--- src/rtl/keypad_scanner_if.sv ---
// Key event handshake between the keypad scanner (master) and its consumer (slave).
interface keypad_scanner_if;
  logic [3:0] key_code;
  logic       key_valid;
  logic       key_ready;
  logic       key_held;
  logic       key_overflow;

  modport master (
    output key_code, key_valid, key_held, key_overflow,
    input  key_ready
  );

  modport slave (
    input  key_code, key_valid, key_held, key_overflow,
    output key_ready
  );
endinterface

--- src/rtl/keypad_scanner.sv ---
// 4x4 keypad scanner: row drive, synchronized column sense, debounce FSM and one-entry event register.
// Optional auto-repeat while a key is held is enabled by defining KEYPAD_REPEAT_EN.
//
// state      | meaning
// ST_IDLE    | no key seen on the last scan
// ST_CONFIRM | candidate key seen on consecutive scans, not yet debounced
// ST_HELD    | key confirmed and reported; counting no-hit scans toward release
module keypad_scanner #(
  parameter int SCAN_DIV       = 100000,
  parameter int DEBOUNCE_SCANS = 4,
  parameter int REPEAT_SCANS   = 64
) (
  input  logic              clk_in,
  input  logic              rst_n,
  output logic [3:0]        keypad_rows,
  input  logic [3:0]        keypad_cols,
  keypad_scanner_if.master  evt
);

  localparam int DW = $clog2(SCAN_DIV);

  if (SCAN_DIV < 4) begin : g_bad_div
    $error("keypad_scanner: SCAN_DIV must be at least 4");
  end
  if (DEBOUNCE_SCANS < 1 || DEBOUNCE_SCANS > 15) begin : g_bad_deb
    $error("keypad_scanner: DEBOUNCE_SCANS must be 1..15");
  end
  if (REPEAT_SCANS < 1 || REPEAT_SCANS > 255) begin : g_bad_rpt
    $error("keypad_scanner: REPEAT_SCANS must be 1..255");
  end

  typedef enum logic [1:0] {ST_IDLE, ST_CONFIRM, ST_HELD} state_t;

  logic [3:0]    cols_s1_q, cols_s2_q;
  logic [DW-1:0] dwell_q;
  logic [1:0]    row_q;
  logic          dwell_end;
  logic          row_hit;
  logic [1:0]    row_col;
  logic          acc_hit_q;
  logic [3:0]    acc_code_q;
  logic          scan_done_q, scan_hit_q;
  logic [3:0]    scan_code_q;

  state_t        state_q, state_d;
  logic [3:0]    cand_q, cand_d;
  logic [3:0]    cnt_q, cnt_d;
  logic          emit;
  logic [3:0]    emit_code;
`ifdef KEYPAD_REPEAT_EN
  logic [7:0]    rpt_q, rpt_d;
`endif

  logic          valid_q, valid_d;
  logic [3:0]    code_q, code_d;
  logic          ovf_q, ovf_d;
  logic          accept;

  always_ff @(posedge clk_in or negedge rst_n) begin
    if (!rst_n) begin
      cols_s1_q <= '0;
      cols_s2_q <= '0;
    end else begin
      cols_s1_q <= keypad_cols;
      cols_s2_q <= cols_s1_q;
    end
  end

  assign dwell_end   = (dwell_q == DW'(SCAN_DIV - 1));
  assign keypad_rows = 4'b0001 << row_q;

  always_ff @(posedge clk_in or negedge rst_n) begin
    if (!rst_n) begin
      dwell_q <= '0;
      row_q   <= '0;
    end else if (dwell_end) begin
      dwell_q <= '0;
      row_q   <= row_q + 2'd1;
    end else begin
      dwell_q <= dwell_q + DW'(1);
    end
  end

  assign row_hit = |cols_s2_q;

  always_comb begin
    row_col = 2'd0;
    if      (cols_s2_q[0]) row_col = 2'd0;
    else if (cols_s2_q[1]) row_col = 2'd1;
    else if (cols_s2_q[2]) row_col = 2'd2;
    else if (cols_s2_q[3]) row_col = 2'd3;
  end

  // Earlier rows win, so a row only lands in the accumulator if nothing was found yet.
  always_ff @(posedge clk_in or negedge rst_n) begin
    if (!rst_n) begin
      acc_hit_q   <= 1'b0;
      acc_code_q  <= '0;
      scan_done_q <= 1'b0;
      scan_hit_q  <= 1'b0;
      scan_code_q <= '0;
    end else begin
      scan_done_q <= 1'b0;
      if (dwell_end) begin
        if (row_q == 2'd3) begin
          scan_done_q <= 1'b1;
          scan_hit_q  <= acc_hit_q | row_hit;
          scan_code_q <= acc_hit_q ? acc_code_q : {row_q, row_col};
          acc_hit_q   <= 1'b0;
          acc_code_q  <= '0;
        end else if (!acc_hit_q && row_hit) begin
          acc_hit_q  <= 1'b1;
          acc_code_q <= {row_q, row_col};
        end
      end
    end
  end

  always_ff @(posedge clk_in or negedge rst_n) begin
    if (!rst_n) begin
      state_q <= ST_IDLE;
      cand_q  <= '0;
      cnt_q   <= '0;
`ifdef KEYPAD_REPEAT_EN
      rpt_q   <= '0;
`endif
    end else begin
      state_q <= state_d;
      cand_q  <= cand_d;
      cnt_q   <= cnt_d;
`ifdef KEYPAD_REPEAT_EN
      rpt_q   <= rpt_d;
`endif
    end
  end

  always_comb begin
    state_d   = state_q;
    cand_d    = cand_q;
    cnt_d     = cnt_q;
    emit      = 1'b0;
    emit_code = cand_q;
`ifdef KEYPAD_REPEAT_EN
    rpt_d     = rpt_q;
`endif
    if (scan_done_q) begin
      case (state_q)
        ST_IDLE: begin
          if (scan_hit_q) begin
            cand_d    = scan_code_q;
            emit_code = scan_code_q;
            if (DEBOUNCE_SCANS == 1) begin
              state_d = ST_HELD;
              emit    = 1'b1;
              cnt_d   = '0;
`ifdef KEYPAD_REPEAT_EN
              rpt_d   = '0;
`endif
            end else begin
              state_d = ST_CONFIRM;
              cnt_d   = 4'd1;
            end
          end
        end
        ST_CONFIRM: begin
          if (!scan_hit_q) begin
            state_d = ST_IDLE;
            cnt_d   = '0;
          end else if (scan_code_q == cand_q) begin
            if (cnt_q + 4'd1 == 4'(DEBOUNCE_SCANS)) begin
              state_d = ST_HELD;
              emit    = 1'b1;
              cnt_d   = '0;
`ifdef KEYPAD_REPEAT_EN
              rpt_d   = '0;
`endif
            end else begin
              cnt_d = cnt_q + 4'd1;
            end
          end else begin
            cand_d = scan_code_q;
            cnt_d  = 4'd1;
          end
        end
        ST_HELD: begin
          if (!scan_hit_q) begin
            if (cnt_q + 4'd1 == 4'(DEBOUNCE_SCANS)) begin
              state_d = ST_IDLE;
              cnt_d   = '0;
            end else begin
              cnt_d = cnt_q + 4'd1;
            end
          end else begin
            cnt_d = '0;
`ifdef KEYPAD_REPEAT_EN
            // Only scans that still see a key advance the repeat timer, so a release never repeats.
            if (rpt_q + 8'd1 == 8'(REPEAT_SCANS)) begin
              emit  = 1'b1;
              rpt_d = '0;
            end else begin
              rpt_d = rpt_q + 8'd1;
            end
`endif
          end
        end
        default: begin
          state_d = ST_IDLE;
          cnt_d   = '0;
        end
      endcase
    end
  end

  assign accept = valid_q & evt.key_ready;

  always_comb begin
    valid_d = valid_q;
    code_d  = code_q;
    ovf_d   = 1'b0;
    if (emit) begin
      if (!valid_q || accept) begin
        valid_d = 1'b1;
        code_d  = emit_code;
      end else begin
        ovf_d = 1'b1;
      end
    end else if (accept) begin
      valid_d = 1'b0;
    end
  end

  always_ff @(posedge clk_in or negedge rst_n) begin
    if (!rst_n) begin
      valid_q <= 1'b0;
      code_q  <= '0;
      ovf_q   <= 1'b0;
    end else begin
      valid_q <= valid_d;
      code_q  <= code_d;
      ovf_q   <= ovf_d;
    end
  end

  assign evt.key_valid    = valid_q;
  assign evt.key_code     = code_q;
  assign evt.key_overflow = ovf_q;
  assign evt.key_held     = (state_q == ST_HELD);

endmodule

--- src/flat_wrapper.sv ---
// flat-port wrapper written by rule: the top's interface ports become plain ports
module keypad_scanner_flat 
#(
  parameter int SCAN_DIV       = 100000,
  parameter int DEBOUNCE_SCANS = 4,
  parameter int REPEAT_SCANS   = 64
)
  (clk_in, rst_n, keypad_rows, keypad_cols, evt_key_code, evt_key_valid, evt_key_held, evt_key_overflow, evt_key_ready);
  keypad_scanner_if evt_i ();
  input  logic clk_in;
  input  logic rst_n;
  output logic [3:0] keypad_rows;
  input  logic [3:0] keypad_cols;
  output wire logic [$bits(evt_i.key_code)-1:0] evt_key_code;
  output wire logic [$bits(evt_i.key_valid)-1:0] evt_key_valid;
  output wire logic [$bits(evt_i.key_held)-1:0] evt_key_held;
  output wire logic [$bits(evt_i.key_overflow)-1:0] evt_key_overflow;
  input wire logic [$bits(evt_i.key_ready)-1:0] evt_key_ready;
  assign evt_key_code = evt_i.key_code;
  assign evt_key_valid = evt_i.key_valid;
  assign evt_key_held = evt_i.key_held;
  assign evt_key_overflow = evt_i.key_overflow;
  assign evt_i.key_ready = evt_key_ready;
  keypad_scanner #(.SCAN_DIV(SCAN_DIV), .DEBOUNCE_SCANS(DEBOUNCE_SCANS), .REPEAT_SCANS(REPEAT_SCANS)) u_core (.clk_in(clk_in), .rst_n(rst_n), .keypad_rows(keypad_rows), .keypad_cols(keypad_cols), .evt(evt_i));
endmodule
--- config.mk ---
export PLATFORM = sky130hd
export DESIGN_NAME = keypad_scanner_flat
export DESIGN_NICKNAME = d
export VERILOG_FILES = /design/src/rtl/keypad_scanner_if.sv /design/src/rtl/keypad_scanner.sv /design/src/flat_wrapper.sv
export SDC_FILE = /design/constraint.sdc
export NUM_CORES = 1
export LEC_CHECK = 0
export ABC_AREA = 1
export BUFFER_PORTS_ARGS = -buffer_cell sky130_fd_sc_hd__buf_2
export CORE_ASPECT_RATIO = 0.8
export CORE_MARGIN = 2
export CORE_UTILIZATION = 40
export DETAILED_ROUTE_END_ITERATION = 8
export GPL_TIMING_DRIVEN = 0
export PLACE_DENSITY_LB_ADDON = 0.05
export SKIP_LAST_GASP = 1
export SLEW_MARGIN = 30
export SYNTH_ARGS = -nofsm -noshare
export SYNTH_HDL_FRONTEND = slang
export SYNTH_SLANG_ARGS = --single-unit
export TNS_END_PERCENT = 10
--- constraint.sdc ---
create_clock -name clk_in -period 3.2 [get_ports clk_in]
set_input_delay 0.32 -clock clk_in [delete_from_list [all_inputs] [get_ports clk_in]]
set_output_delay 0.32 -clock clk_in [all_outputs]
set_load 0.02 [all_outputs]
==> results of run 1 <==
-- flip-flops by register name, indices dropped and copies added (netlist names) --
name and cells:
u_core.dwell_q 17, u_core.evt.key_overflow 1, u_core.evt.key_code 4, u_core.evt.key_valid 1, u_core.acc_hit_q 1, u_core.cols_s2_q 4
u_core.row_q 2, u_core.cand_q 4, u_core.cnt_q 4, u_core.scan_code_q 4, u_core.scan_hit_q 1, u_core.state_q 2
u_core.acc_code_q 4, u_core.scan_done_q 1, u_core.cols_s1_q 4
-- stage by stage --
stage / hold slack (ps) / instances / setup WS [ps] / utilization, %
floorplan: 24.4 / 372 / 1730 / -
global placement: 332 / 476 / 1550 / 44.4
detailed placement: 335 / 476 / 1550 / 44.5
CTS: 71.6 / 484 / 1530 / 45.8
global route: 86.0 / 484 / 1320 / 45.8
finish: 17.3 / 484 / 1520 / 45.8
-- cells by family after synthesis --
kind of cell	count (synthesis)
flip-flops	54
AO/OA/AOI/OAI	45
buffers and inverters	62
adder cells (fa/ha/maj)	7
AND/OR/NAND/NOR	196
XOR/XNOR	8
-- cells in the final DEF (no fill, tap or decap) --
cell	Yosys	layout
clkinvlp_4	0	2
nand4_1	15	15
nor3_4	2	2
a21oi_2	1	1
a21oi_1	15	15
xor2_1	7	7
inv_1	53	53
inv_6	0	1
nand2_1	105	105
nand2_4	3	3
o21a_1	1	1
dfrtp_1	54	54
xnor2_1	1	1
o21ai_1	1	1
buf_4	0	1
clkbuf_1	1	1
inv_2	4	4
clkinv_4	1	1
ha_1	7	7
nor3_1	5	5
clkinv_1	1	1
o21ai_0	27	27
nor3_2	1	1
nand2_2	5	5
buf_2	2	18
nor4_1	1	1
nor2_4	2	2
nor2_2	4	4
nor2_1	30	30
clkbuf_8	0	5
nand3_1	23	23
-- power by group --
part	leakage, uW	switching, uW	total, uW	internal (uW)
Combinational	0.000906	17.0	21.7	4.67
Clock	0.0000408	241	399	157
Sequential	0.000722	1.85	689	687
Total	0.00167	260	1110	849
-- final cells by class --
| cell class | instances | area, um^2 |
|---|---|---|
| clock inverters | 3 | 23.8 |
| multi-input cells | 256 | 1290 |
| fillers | 686 | 3750 |
| repair buffers | 17 | 87.6 |
| inverters | 59 | 226 |
| flip-flops and latches | 54 | 1350 |
| clock buffers | 5 | 68.8 |
| well taps | 87 | 109 |
| plain buffers | 3 | 13.8 |
-- layer usage --
layer / track usage (%) / share of wire [%]
met1: 26.4 / 59
met2: 22.6 / 37
met3: 3.15 / 3.6
met4: 3.29 / 0.39
met5: 0 / 0
-- how the worst max path moves through the flow --
stage                           startpoint                               end  slack (ps)
2_1_floorplan  u_core.cnt_q[0]$_DFFE_PN0P_     u_core.state_q[0]$_DFFE_PN0P_        1730
3_3_place_gp   u_core.dwell_q[0]$_DFF_PN0_  u_core.acc_code_q[3]$_DFFE_PN0P_        1550
3_5_place_dp   u_core.cnt_q[0]$_DFFE_PN0P_     u_core.state_q[1]$_DFFE_PN0P_        1550
4_1_cts        u_core.cnt_q[0]$_DFFE_PN0P_     u_core.state_q[1]$_DFFE_PN0P_        1530
5_1_grt        u_core.cnt_q[0]$_DFFE_PN0P_     u_core.state_q[1]$_DFFE_PN0P_        1320
6_report       u_core.cnt_q[0]$_DFFE_PN0P_     u_core.state_q[0]$_DFFE_PN0P_        1520
==> run_summary.xml, run 1 <==
<?xml version="1.0" encoding="UTF-8"?>
<metrics>
  <group name="synthesis">
    <metric name="synth.yosys.seq_area_share" unit="%">46.9</metric>
    <metric name="asyncSetResetFlopFracSynth" unit="%">100</metric>
    <metric name="area_share_of_the_largest_cell_type_after_synthesis" unit="%">46.9</metric>
    <metric name="synthesis.area" unit="um^2">2880</metric>
    <metric name="synth_top_family_by_area" unit="">simple AND/OR/NAND/NOR gates</metric>
    <metric name="synth.largest_area_cell" unit="">dfrtp_1</metric>
    <metric name="yosys.cell_count.top_type" unit="">nand2_1</metric>
    <metric name="synth-edff-count" unit="">0</metric>
    <metric name="post_synth.cell_area_avg" unit="um^2">7.75</metric>
    <metric name="synth.top_cells.by_area" unit="">dfrtp_1 (47%), nand2_1 (14%), inv_1 (6.9%)</metric>
    <metric name="count_of_warnings_emitted_by_yosys" unit="">0</metric>
    <metric name="yosys-top-cells-count" unit="">nand2_1 (105), dfrtp_1 (54), inv_1 (53)</metric>
    <metric name="ys_ff_latch" unit="">54</metric>
    <metric name="synth_net_count" unit="">386</metric>
    <metric name="compound_cell_area_share_of_the_yosys_netlist" unit="%">8.03</metric>
    <metric name="synthSimpleGateAreaFrac" unit="%">31.3</metric>
    <metric name="muxShareOfSynthArea" unit="%">0</metric>
    <metric name="synthXorXnorAreaFrac" unit="%">2.43</metric>
    <metric name="post_synth_inst_count" unit="">372</metric>
    <metric name="synth.distinct_cells" unit="">27</metric>
    <metric name="synthFlopType" unit="">dfrtp_1</metric>
    <metric name="post_synth_fa_ha_maj_area_fraction" unit="%">3.04</metric>
  </group>
  <group name="route">
    <metric name="wire_per_inst" unit="um">12.0</metric>
    <metric name="detailedRoute.firstIterationViolations" unit="">108</metric>
    <metric name="detail_route.vias_per_cell" unit="">4.77</metric>
    <metric name="total_vias_in_the_final_route" unit="">2310</metric>
    <metric name="routed_wl" unit="um">5830</metric>
    <metric name="route.antenna.remaining_nets" unit="">0</metric>
    <metric name="route.detailed.drc" unit="">0</metric>
    <metric name="dr.pass1.iters" unit="">4</metric>
  </group>
  <group name="floorplan">
    <metric name="floorplan.core_area" unit="um^2">6930</metric>
    <metric name="fp.dieArea" unit="um^2">7910</metric>
    <metric name="std_cell_rows" unit="">27</metric>
    <metric name="initial_core_util" unit="%">41.6</metric>
    <metric name="die_h" unit="um">79.9</metric>
    <metric name="die_w" unit="um">98.9</metric>
    <metric name="top_level_ports" unit="">18</metric>
  </group>
  <group name="cts">
    <metric name="clkSinkCount" unit="">54</metric>
    <metric name="clock_tree.buffer_depth" unit="">2</metric>
    <metric name="worst_setup_hold_path_clk_slew" unit="ps">100</metric>
    <metric name="cts_hold_buffers" unit="">0</metric>
    <metric name="cts.htree.levels" unit="">2</metric>
    <metric name="ctsResizeCount" unit="">0</metric>
    <metric name="cts_tree" unit="">yes</metric>
    <metric name="clockRootBuffer" unit="">clkbuf_8</metric>
    <metric name="tritoncts.num_buffers" unit="">5</metric>
    <metric name="post_cts.repair.setup_buffers" unit="">0</metric>
    <metric name="worstSkewPairLatency" unit="ps">310</metric>
  </group>
  <group name="flow_run">
    <metric name="max-cap-violations" unit="">0</metric>
  </group>
  <group name="outcome">
    <metric name="status" unit="">completed</metric>
  </group>
  <group name="setup_path">
    <metric name="critPathMostFrequentCell" unit="">nand2_1</metric>
    <metric name="worst_r2r_endpoint" unit="">u_core.state_q[0]$_DFFE_PN0P_</metric>
    <metric name="critPathRequiredTime" unit="ps">3410</metric>
    <metric name="cp_max_fo" unit="">8</metric>
    <metric name="cpPeakStageDelay" unit="ps">510</metric>
    <metric name="path_class" unit="">reg2reg</metric>
    <metric name="cpLargestDelayFamily" unit="">simple AND/OR/NAND/NOR gates</metric>
    <metric name="reg2reg_from" unit="">u_core.cnt_q[0]$_DFFE_PN0P_</metric>
    <metric name="worst-path-stages" unit="">10</metric>
    <metric name="timing.critical_path.buf_inv" unit="">1</metric>
    <metric name="crit_chain" unit="">ha_1 -&gt; inv_1 -&gt; nand2_1 -&gt; nand3_1 -&gt; nor2_4 -&gt; nand2_1 -&gt; nand2_1 -&gt; nand2_1 -&gt; nand2_1 -&gt; nand2_1</metric>
    <metric name="critPathSlowestCell" unit="">dfrtp_1</metric>
    <metric name="reg2regPathDepth" unit="">10</metric>
    <metric name="r2r_slack" unit="ps">1520</metric>
    <metric name="cp_data_arrival_time" unit="ps">1890</metric>
    <metric name="critical_path.endpoint_type" unit="">register</metric>
    <metric name="startpoint_type" unit="">register</metric>
  </group>
  <group name="global_routing">
    <metric name="globalRouteTotalUtil" unit="%">16.4</metric>
    <metric name="grt_antenna_before_repair" unit="">0</metric>
    <metric name="grt_start_max_net_pins" unit="">55</metric>
    <metric name="number_of_global_route_vias_before_repair" unit="">2165</metric>
    <metric name="grt_overflow" unit="">0</metric>
    <metric name="grt_first_pass_wirelength" unit="um">10400</metric>
  </group>
  <group name="timing">
    <metric name="finalCriticalPeriod" unit="ps">1680</metric>
    <metric name="setup_viol" unit="">0</metric>
    <metric name="min_period_over_period" unit="%">52.6</metric>
    <metric name="tightest_slew" unit="ps">685</metric>
    <metric name="rsz0062_at_grt" unit="">no</metric>
    <metric name="hold_viol_final" unit="">0</metric>
    <metric name="slew_viol_final" unit="">0</metric>
    <metric name="worst_slew_margin_rel" unit="%">54.3</metric>
    <metric name="clock.fmax" unit="MHz">594</metric>
    <metric name="clock-skew-final" unit="ps">5.35</metric>
    <metric name="tns" unit="ps">0</metric>
  </group>
  <group name="placed_design">
    <metric name="dp.final_hpwl" unit="um">4410</metric>
    <metric name="port_buffers" unit="">17</metric>
    <metric name="place_congestion" unit="">0.783</metric>
    <metric name="post_dp_cell_area" unit="um^2">3080</metric>
  </group>
  <group name="final_layout">
    <metric name="n_antenna_cell" unit="">0</metric>
    <metric name="post_route_cells_drive_above_1_share" unit="%">12.6</metric>
    <metric name="nets" unit="">410</metric>
    <metric name="stdcell_area" unit="um^2">3170</metric>
    <metric name="synth_to_layout_area_growth" unit="%">10.0</metric>
  </group>
  <group name="worst_hold_path">
    <metric name="worstHoldPathType" unit="">in2async</metric>
  </group>
  <group name="power">
    <metric name="power_leakage" unit="uW">0.00167</metric>
    <metric name="pwr_density_cell" unit="nW/um^2">350</metric>
    <metric name="total_power" unit="uW">1110</metric>
    <metric name="largest_vdd_supply_drop" unit="mV">0.181</metric>
  </group>
</metrics>
Note: power is estimated with default switching activity, not from simulation.
==> inputs of run 2 (changes only) <==
--- a/config.mk
+++ b/config.mk
@@ -5,7 +5,7 @@
 export SDC_FILE = /design/constraint.sdc
 export NUM_CORES = 1
 export LEC_CHECK = 0
-export ABC_AREA = 1
+export ABC_AREA = 0
 export BUFFER_PORTS_ARGS = -buffer_cell sky130_fd_sc_hd__buf_2
 export CORE_ASPECT_RATIO = 0.8
 export CORE_MARGIN = 2
==> constraint.sdc (replaced) <==
create_clock -name clk_in -period 1.65 [get_ports clk_in]
set_input_delay 0.165 -clock clk_in [delete_from_list [all_inputs] [get_ports clk_in]]
set_output_delay 0.165 -clock clk_in [all_outputs]
set_load 0.02 [all_outputs]
==> run_summary.xml, run 2 <==
<?xml version="1.0" encoding="UTF-8"?>
<metrics>
  <group name="route">
    <metric name="detailedRoute.firstIterationViolations" unit="">33</metric>
    <metric name="route.antenna.remaining_nets" unit="">0</metric>
    <metric name="total_vias_in_the_final_route" unit="">1698</metric>
    <metric name="detail_route.vias_per_cell" unit="">4.81</metric>
    <metric name="dr.pass1.iters" unit="">4</metric>
    <metric name="wire_per_inst" unit="um">12.9</metric>
    <metric name="route.detailed.drc" unit="">0</metric>
    <metric name="routed_wl" unit="um">4570</metric>
  </group>
  <group name="global_routing">
    <metric name="grt_overflow" unit="">0</metric>
    <metric name="grt_first_pass_wirelength" unit="um">7730</metric>
    <metric name="grt_start_max_net_pins" unit="">55</metric>
    <metric name="globalRouteTotalUtil" unit="%">14.1</metric>
    <metric name="number_of_global_route_vias_before_repair" unit="">1636</metric>
    <metric name="grt_antenna_before_repair" unit="">0</metric>
  </group>
  <group name="timing">
    <metric name="setup_viol" unit="">27</metric>
    <metric name="layout_setup_ws" unit="ps">-247</metric>
    <metric name="clock.fmax" unit="MHz">527</metric>
    <metric name="tightest_slew" unit="ps">682</metric>
    <metric name="slew_viol_final" unit="">0</metric>
    <metric name="min_period_over_period" unit="%">115</metric>
    <metric name="hold_viol_final" unit="">0</metric>
    <metric name="rsz0062_at_grt" unit="">yes</metric>
    <metric name="clock-skew-final" unit="ps">8.50</metric>
    <metric name="worst_slew_margin_rel" unit="%">54.5</metric>
    <metric name="hold-worst-slack" unit="ps">137</metric>
    <metric name="finalCriticalPeriod" unit="ps">1900</metric>
  </group>
  <group name="synthesis">
    <metric name="post_synth.cell_area_avg" unit="um^2">11.7</metric>
    <metric name="yosys-top-cells-count" unit="">dfrtp_1 (54), nor2_1 (17), inv_1 (11), nand2_1 (11)</metric>
    <metric name="ys_ff_latch" unit="">54</metric>
    <metric name="synth.distinct_cells" unit="">50</metric>
    <metric name="asyncSetResetFlopFracSynth" unit="%">100</metric>
    <metric name="synth.top_cells.by_area" unit="">dfrtp_1 (53%), mux2_4 (4.1%), mux2_2 (4.0%)</metric>
    <metric name="count_of_warnings_emitted_by_yosys" unit="">0</metric>
    <metric name="synth.largest_area_cell" unit="">dfrtp_1</metric>
    <metric name="yosys.cell_count.top_type" unit="">dfrtp_1</metric>
    <metric name="synthFlopType" unit="">dfrtp_1</metric>
    <metric name="synth-edff-count" unit="">0</metric>
    <metric name="synth_net_count" unit="">233</metric>
    <metric name="post_synth_inst_count" unit="">219</metric>
    <metric name="area_share_of_the_largest_cell_type_after_synthesis" unit="%">52.7</metric>
    <metric name="synth.yosys.seq_area_share" unit="%">52.7</metric>
    <metric name="synthesis.area" unit="um^2">2560</metric>
  </group>
  <group name="power">
    <metric name="largest_vdd_supply_drop" unit="mV">0.361</metric>
    <metric name="pwr_density_cell" unit="nW/um^2">726</metric>
    <metric name="total_power" unit="uW">2290</metric>
    <metric name="power_leakage" unit="uW">0.00152</metric>
    <metric name="internal_power" unit="uW">1800</metric>
    <metric name="combinational_cell_fraction_of_total_power" unit="%">2.2</metric>
    <metric name="pwr-share-seq" unit="%">58.4</metric>
    <metric name="p_sw_share" unit="%">21.2</metric>
    <metric name="power_switching" unit="uW">487</metric>
    <metric name="clock_share_of_power" unit="%">39.5</metric>
  </group>
  <group name="final_layout">
    <metric name="multiInputGateArea" unit="um^2">1190</metric>
    <metric name="post_route_cells_drive_above_1_share" unit="%">31.6</metric>
    <metric name="mostFrequentLayoutCell" unit="">dfrtp_1</metric>
    <metric name="n_antenna_cell" unit="">0</metric>
    <metric name="largest-register" unit="">u_core.dwell_q</metric>
    <metric name="max_ffs_per_register" unit="">17</metric>
    <metric name="filler_cell_count" unit="">573</metric>
    <metric name="finish.cell_count_without_fillers" unit="">353</metric>
    <metric name="final_cell_mix" unit="">dfrtp_1 (51), buf_4 (18), buf_2 (17)</metric>
    <metric name="regArea" unit="um^2">1360</metric>
    <metric name="nets" unit="">282</metric>
    <metric name="synth_to_layout_area_growth" unit="%">23.2</metric>
  </group>
  <group name="outcome">
    <metric name="violations" unit="">setup timing</metric>
    <metric name="status" unit="">finished with violations</metric>
  </group>
  <group name="setup_path">
    <metric name="cp_data_arrival_time" unit="ps">2090</metric>
    <metric name="cpPeakStageDelay" unit="ps">460</metric>
    <metric name="startpoint" unit="">u_core.cnt_q[0]$_DFFE_PN0P_</metric>
    <metric name="critical_path.endpoint_type" unit="">register</metric>
    <metric name="path_class" unit="">reg2reg</metric>
    <metric name="cp_max_fo" unit="">4</metric>
    <metric name="reg2reg_from" unit="">u_core.cnt_q[0]$_DFFE_PN0P_</metric>
    <metric name="timing.critical_path.buf_inv" unit="">1</metric>
    <metric name="cpLargestDelayFamily" unit="">simple AND/OR/NAND/NOR gates</metric>
    <metric name="critPathRequiredTime" unit="ps">1840</metric>
    <metric name="critPathSlowestCell" unit="">dfrtp_2</metric>
    <metric name="r2r_slack" unit="ps">-250</metric>
    <metric name="worst_setup_path_endpoint" unit="">u_core.evt.key_code[3]$_DFFE_PN0P_</metric>
    <metric name="worst_r2r_endpoint" unit="">u_core.evt.key_code[3]$_DFFE_PN0P_</metric>
    <metric name="reg2regPathDepth" unit="">6</metric>
    <metric name="worst-path-stages" unit="">6</metric>
    <metric name="startpoint_type" unit="">register</metric>
    <metric name="crit_chain" unit="">buf_6 -&gt; and3b_2 -&gt; o31ai_4 -&gt; nand4_4 -&gt; nor2b_4 -&gt; mux2_4</metric>
  </group>
  <group name="floorplan">
    <metric name="initial_core_util" unit="%">40.8</metric>
    <metric name="die_w" unit="um">93.5</metric>
    <metric name="top_level_ports" unit="">18</metric>
    <metric name="fp.dieArea" unit="um^2">7070</metric>
    <metric name="floorplan.core_area" unit="um^2">6280</metric>
    <metric name="die_h" unit="um">75.6</metric>
    <metric name="std_cell_rows" unit="">26</metric>
  </group>
  <group name="cts">
    <metric name="clock_tree.buffer_depth" unit="">2</metric>
    <metric name="tritoncts.num_buffers" unit="">5</metric>
    <metric name="clockRootBuffer" unit="">clkbuf_8</metric>
    <metric name="clkSinkCount" unit="">54</metric>
    <metric name="cts.htree.levels" unit="">2</metric>
    <metric name="worstSkewPairLatency" unit="ps">310</metric>
    <metric name="worst_setup_hold_path_clk_slew" unit="ps">90</metric>
    <metric name="cts_tree" unit="">yes</metric>
  </group>
  <group name="placed_design">
    <metric name="placed_cells_incl_taps" unit="">320</metric>
    <metric name="place_ws" unit="ps">-474</metric>
    <metric name="port_buffers" unit="">17</metric>
    <metric name="place_congestion" unit="">0.721</metric>
    <metric name="dp.final_hpwl" unit="um">2970</metric>
  </group>
  <group name="worst_hold_path">
    <metric name="worstHoldPathType" unit="">in2reg</metric>
  </group>
  <group name="flow_run">
    <metric name="max-cap-violations" unit="">0</metric>
  </group>
</metrics>
## run 2: cell types whose count changed after synthesis, sizes merged, moves of 4 or more
cell,delta
nor2b,+5
o21ai,-23
nand2,-102
nor3,-4
mux2,+18
a31oi,+4
inv,-46
nor2,-19
xnor2,+9
a21oi,-9
nand4,-11
nand3,-14
## run 2: cells by family after synthesis
group / count (synthesis) / share of synthesized area, %
compound gates: 32 / 8.93
xor+xnor: 20 / 6.83
fa+ha+maj: 7 / 3.42
buf+inv: 17 / 2.93
flops: 54 / 52.7
mux: 18 / 8.93
simple gates: 71 / 16.3
## run 2: final cells by class
type | instances | share of cell area, %
sequential | 54 | 42.9
multi-input combinational | 148 | 37.8
timing repair buffer | 42 | 9.47
tap | 84 | 3.33
clock buffer | 5 | 2.18
buffer | 6 | 1.58
clock inverter | 3 | 1.39
inverter | 11 | 1.31
## run 2: worst min-delay path by stage
stage	start	to	slack, ps	cells after the start
6_report	evt_key_ready	u_core.evt.key_overflow$_DFF_PN0_	140	3
5_1_grt	evt_key_ready	u_core.evt.key_overflow$_DFF_PN0_	150	3
4_1_cts	evt_key_ready	u_core.evt.key_overflow$_DFF_PN0_	120	3
3_5_place_dp	rst_n	u_core.cnt_q[2]$_DFFE_PN0P_	270	1
3_3_place_gp	keypad_cols[0]	u_core.cols_s1_q[0]$_DFF_PN0_	270	1
2_1_floorplan	rst_n	u_core.acc_code_q[0]$_DFFE_PN0P_	-130	0
## run 2: what timing repair did
action / in CTS / in global routing
pin swaps: 4 / 3
resized for setup: 14 / 10
endpoints found under the hold margin: 58 / 0
setup buffers: 13 / 7
setup endpoints to repair: 30 / 32
hold buffers: 5 / 0
## run 2: power groups by stage
stage	Combinational (uW)	Sequential, uW	Clock (uW)
final	49.9	1340	904
after global routing	59.3	1340	985
after CTS	53.1	1340	940
after detailed placement	43.6	1360	0
after global placement	42.8	1360	0
after floorplan	6.87	1360	0
## run 2: tightest hold or removal path: cells and delay by family
family / cells / cell delay [ps]
buf+inv: 1 / 70
simple gates: 2 / 180
## run 2: layer usage
metal | track usage, % | vias to the layer above | wire [um] | part of all wire, %
li1 | - | 862 | - | -
met1 | 20.8 | 819 | 2460 | 54
met2 | 21.1 | 15 | 1970 | 43
met3 | 3.17 | 2 | 113 | 2.5
met4 | 3.92 | 0 | 25 | 0.55
met5 | 0 | - | 0 | 0
## run 2: stage by stage
stage	utilization [%]	area, um^2	TNS, ps
3_5_place_dp	43.9	2760	-6270
3_3_place_gp	43.9	2760	-6810
6_report	50.3	3160	-3580
5_1_grt	50.3	3160	-8100
4_1_cts	49.0	3080	-4230
2_1_floorplan	-	2570	-1340
==> inputs of run 3 (changes only) <==
--- a/config.mk
+++ b/config.mk
@@ -7,8 +7,7 @@
 export LEC_CHECK = 0
 export ABC_AREA = 0
 export BUFFER_PORTS_ARGS = -buffer_cell sky130_fd_sc_hd__buf_2
-export CORE_ASPECT_RATIO = 0.8
-export CORE_MARGIN = 2
+export CORE_ASPECT_RATIO = 1.5
 export CORE_UTILIZATION = 40
 export DETAILED_ROUTE_END_ITERATION = 8
 export GPL_TIMING_DRIVEN = 0
==> run_summary.xml, run 3 (same netlist as run 2, synthesis figures left out) <==
<?xml version="1.0" encoding="UTF-8"?>
<metrics>
  <group name="timing">
    <metric name="clock.fmax" unit="MHz">522</metric>
    <metric name="rsz0062_at_grt" unit="">yes</metric>
    <metric name="layout_setup_ws" unit="ps">-265</metric>
    <metric name="setup_viol" unit="">28</metric>
    <metric name="tightest_slew" unit="ps">674</metric>
    <metric name="hold_viol_final" unit="">0</metric>
    <metric name="min_period_over_period" unit="%">116</metric>
    <metric name="clock-skew-final" unit="ps">13.4</metric>
    <metric name="slew_viol_final" unit="">0</metric>
    <metric name="finalCriticalPeriod" unit="ps">1920</metric>
    <metric name="worst_slew_margin_rel" unit="%">55.1</metric>
  </group>
  <group name="worst_hold_path">
    <metric name="hold_path_startpoint" unit="">evt_key_ready</metric>
    <metric name="whs_endpoint" unit="">u_core.evt.key_overflow$_DFF_PN0_</metric>
    <metric name="worstHoldPathType" unit="">in2reg</metric>
    <metric name="worstHoldPathCells" unit="">3</metric>
  </group>
  <group name="setup_path">
    <metric name="critPathSlowestCell" unit="">dfrtp_2</metric>
    <metric name="worst_r2r_endpoint" unit="">u_core.evt.key_code[3]$_DFFE_PN0P_</metric>
    <metric name="cpPeakStageDelay" unit="ps">470</metric>
    <metric name="critical_path.endpoint_type" unit="">register</metric>
    <metric name="cp_max_fo" unit="">4</metric>
    <metric name="crit_chain" unit="">ha_4 -&gt; nand3b_1 -&gt; o31ai_4 -&gt; nand4_4 -&gt; nor2b_4 -&gt; mux2_4</metric>
    <metric name="reg2reg_from" unit="">u_core.cnt_q[1]$_DFFE_PN0P_</metric>
    <metric name="r2r_slack" unit="ps">-270</metric>
    <metric name="reg2regPathDepth" unit="">6</metric>
    <metric name="cp_data_arrival_time" unit="ps">2120</metric>
    <metric name="startpoint_type" unit="">register</metric>
    <metric name="critPathRequiredTime" unit="ps">1850</metric>
    <metric name="path_class" unit="">reg2reg</metric>
    <metric name="cpLargestDelayFamily" unit="">simple AND/OR/NAND/NOR gates</metric>
    <metric name="timing.critical_path.buf_inv" unit="">0</metric>
  </group>
  <group name="placed_design">
    <metric name="post_dp_cell_area" unit="um^2">2750</metric>
    <metric name="dp.final_hpwl" unit="um">3080</metric>
    <metric name="port_buffers" unit="">17</metric>
    <metric name="placed_cells_incl_taps" unit="">310</metric>
    <metric name="place_congestion" unit="">0.695</metric>
  </group>
  <group name="route">
    <metric name="routed_wl" unit="um">4630</metric>
    <metric name="total_vias_in_the_final_route" unit="">1719</metric>
    <metric name="dr.pass1.iters" unit="">2</metric>
    <metric name="detail_route.vias_per_cell" unit="">5.18</metric>
    <metric name="route.detailed.drc" unit="">0</metric>
    <metric name="route.antenna.remaining_nets" unit="">0</metric>
    <metric name="wire_per_inst" unit="um">13.9</metric>
    <metric name="detailedRoute.firstIterationViolations" unit="">49</metric>
  </group>
  <group name="final_layout">
    <metric name="mostFrequentLayoutCell" unit="">dfrtp_1</metric>
    <metric name="stdcell_area" unit="um^2">3040</metric>
    <metric name="n_antenna_cell" unit="">0</metric>
    <metric name="largest-register" unit="">u_core.dwell_q</metric>
    <metric name="synth_to_layout_area_growth" unit="%">18.4</metric>
    <metric name="final_cell_mix" unit="">dfrtp_1 (52), buf_2 (18), nor2_1 (16)</metric>
    <metric name="nets" unit="">271</metric>
    <metric name="filler_cell_count" unit="">573</metric>
    <metric name="max_ffs_per_register" unit="">17</metric>
    <metric name="finish.cell_count_without_fillers" unit="">332</metric>
    <metric name="post_route_cells_drive_above_1_share" unit="%">25.6</metric>
  </group>
  <group name="floorplan">
    <metric name="floorplan.core_area" unit="um^2">6170</metric>
    <metric name="std_cell_rows" unit="">35</metric>
    <metric name="fp.dieArea" unit="um^2">6740</metric>
    <metric name="initial_core_util" unit="%">41.5</metric>
    <metric name="top_level_ports" unit="">18</metric>
    <metric name="die_w" unit="um">67.4</metric>
    <metric name="die_h" unit="um">100</metric>
  </group>
  <group name="power">
    <metric name="power_switching" unit="uW">456</metric>
    <metric name="largest_vdd_supply_drop" unit="mV">0.435</metric>
    <metric name="pwr-share-seq" unit="%">59.1</metric>
    <metric name="internal_power" unit="uW">1800</metric>
    <metric name="power_leakage" unit="uW">0.00146</metric>
    <metric name="pwr_density_cell" unit="nW/um^2">745</metric>
    <metric name="clock_share_of_power" unit="%">38.7</metric>
    <metric name="combinational_cell_fraction_of_total_power" unit="%">2.2</metric>
    <metric name="p_sw_share" unit="%">20.2</metric>
  </group>
  <group name="global_routing">
    <metric name="number_of_global_route_vias_before_repair" unit="">1698</metric>
    <metric name="grt_overflow" unit="">0</metric>
    <metric name="grt_first_pass_wirelength" unit="um">7880</metric>
    <metric name="grt_start_max_net_pins" unit="">55</metric>
    <metric name="grt_antenna_before_repair" unit="">0</metric>
    <metric name="globalRouteTotalUtil" unit="%">15.7</metric>
  </group>
  <group name="cts">
    <metric name="clockRootBuffer" unit="">clkbuf_8</metric>
    <metric name="clkSinkCount" unit="">54</metric>
    <metric name="clock_tree.buffer_depth" unit="">2</metric>
    <metric name="worstSkewPairLatency" unit="ps">310</metric>
    <metric name="cts_tree" unit="">yes</metric>
    <metric name="worst_setup_hold_path_clk_slew" unit="ps">100</metric>
    <metric name="cts.htree.levels" unit="">2</metric>
    <metric name="tritoncts.num_buffers" unit="">5</metric>
  </group>
  <group name="outcome">
    <metric name="status" unit="">finished with violations</metric>
    <metric name="violations" unit="">setup timing</metric>
  </group>
  <group name="flow_run">
    <metric name="max-cap-violations" unit="">0</metric>
  </group>
</metrics>
[run 3: changes by cell type in the layout (fill, tap and decap cells not counted), sizes merged]
cell | previous run | this run
buf | 42 | 31
clkinv | 1 | 0
inv | 12 | 11
clkbuf | 6 | 8
[run 3: how the worst max path moves through the flow]
stage / from / to / slack (ps) / cells after the start
after floorplan: u_core.cnt_q[0]$_DFFE_PN0P_ / u_core.evt.key_code[0]$_DFFE_PN0P_ / -280 / 6
after global routing: u_core.dwell_q[5]$_DFF_PN0_ / u_core.scan_hit_q$_DFFE_PN0P_ / -360 / 7
final: u_core.cnt_q[1]$_DFFE_PN0P_ / u_core.evt.key_code[3]$_DFFE_PN0P_ / -270 / 6
after CTS: u_core.cnt_q[1]$_DFFE_PN0P_ / u_core.evt.key_code[3]$_DFFE_PN0P_ / -290 / 6
after global placement: u_core.cnt_q[0]$_DFFE_PN0P_ / u_core.evt.key_code[3]$_DFFE_PN0P_ / -510 / 6
after detailed placement: u_core.cnt_q[0]$_DFFE_PN0P_ / u_core.evt.key_code[3]$_DFFE_PN0P_ / -470 / 6
[run 3: timing repair]
| item | 4_1_cts | 5_1_grt |
|---|---|---|
| hold buffers | 5 | 0 |
| pin swaps | 4 | 0 |
| setup endpoints to repair | 32 | 33 |
| setup buffers | 8 | 1 |
| gates resized for setup | 5 | 4 |
| hold endpoints to repair | 58 | 0 |
[run 3: power groups by stage]
stage	registers, uW	clock network [uW]	logic, uW
2_1_floorplan	1360	0	6.87
3_3_place_gp	1360	0	42.1
3_5_place_dp	1360	0	43.6
4_1_cts	1340	919	52.2
5_1_grt	1340	964	57.9
6_report	1340	874	49.2
[run 3: worst reg2reg max path: cells and delay by family, from the launching register on]
family / cells / cell delay [ps]
compound gates: 1 / 280
simple gates: 3 / 570
mux: 1 / 320
flops: 1 / 470
fa+ha+maj: 1 / 180
[run 3: per-layer routing]
layer / track usage (%) / up-vias / wire, um
met5: 0 / - / 0
met2: 28.1 / 11 / 2530
met1: 17.9 / 855 / 1950
li1: - / 846 / -
met3: 3.07 / 7 / 70
met4: 5.89 / 0 / 78
[run 3: stage by stage]
| step | utilization [%] | TNS [ps] | total power, uW | hold WS, ps | setup slack [ps] |
|---|---|---|---|---|---|
| 2_1_floorplan | - | -1340 | 1370 | -131 | -279 |
| 3_5_place_dp | 44.5 | -7340 | 1410 | 266 | -472 |
| 6_report | 49.2 | -3390 | 2260 | 137 | -265 |
| 3_3_place_gp | 44.4 | -8060 | 1410 | 273 | -510 |
| 4_1_cts | 48.4 | -4070 | 2310 | 131 | -294 |
| 5_1_grt | 49.2 | -6680 | 2360 | 154 | -357 |
[run 3: area by class of cell]
class	count	area [um^2]	share of cell area (%)
tap	74	92.6	3.05
clock buffer	7	76.3	2.51
sequential	54	1350	44.6
clock inverter	1	30.0	0.989
inverter	11	41.3	1.36
multi-input combinational	148	1170	38.7
timing repair buffer	31	230	7.58
buffer	6	36.3	1.20
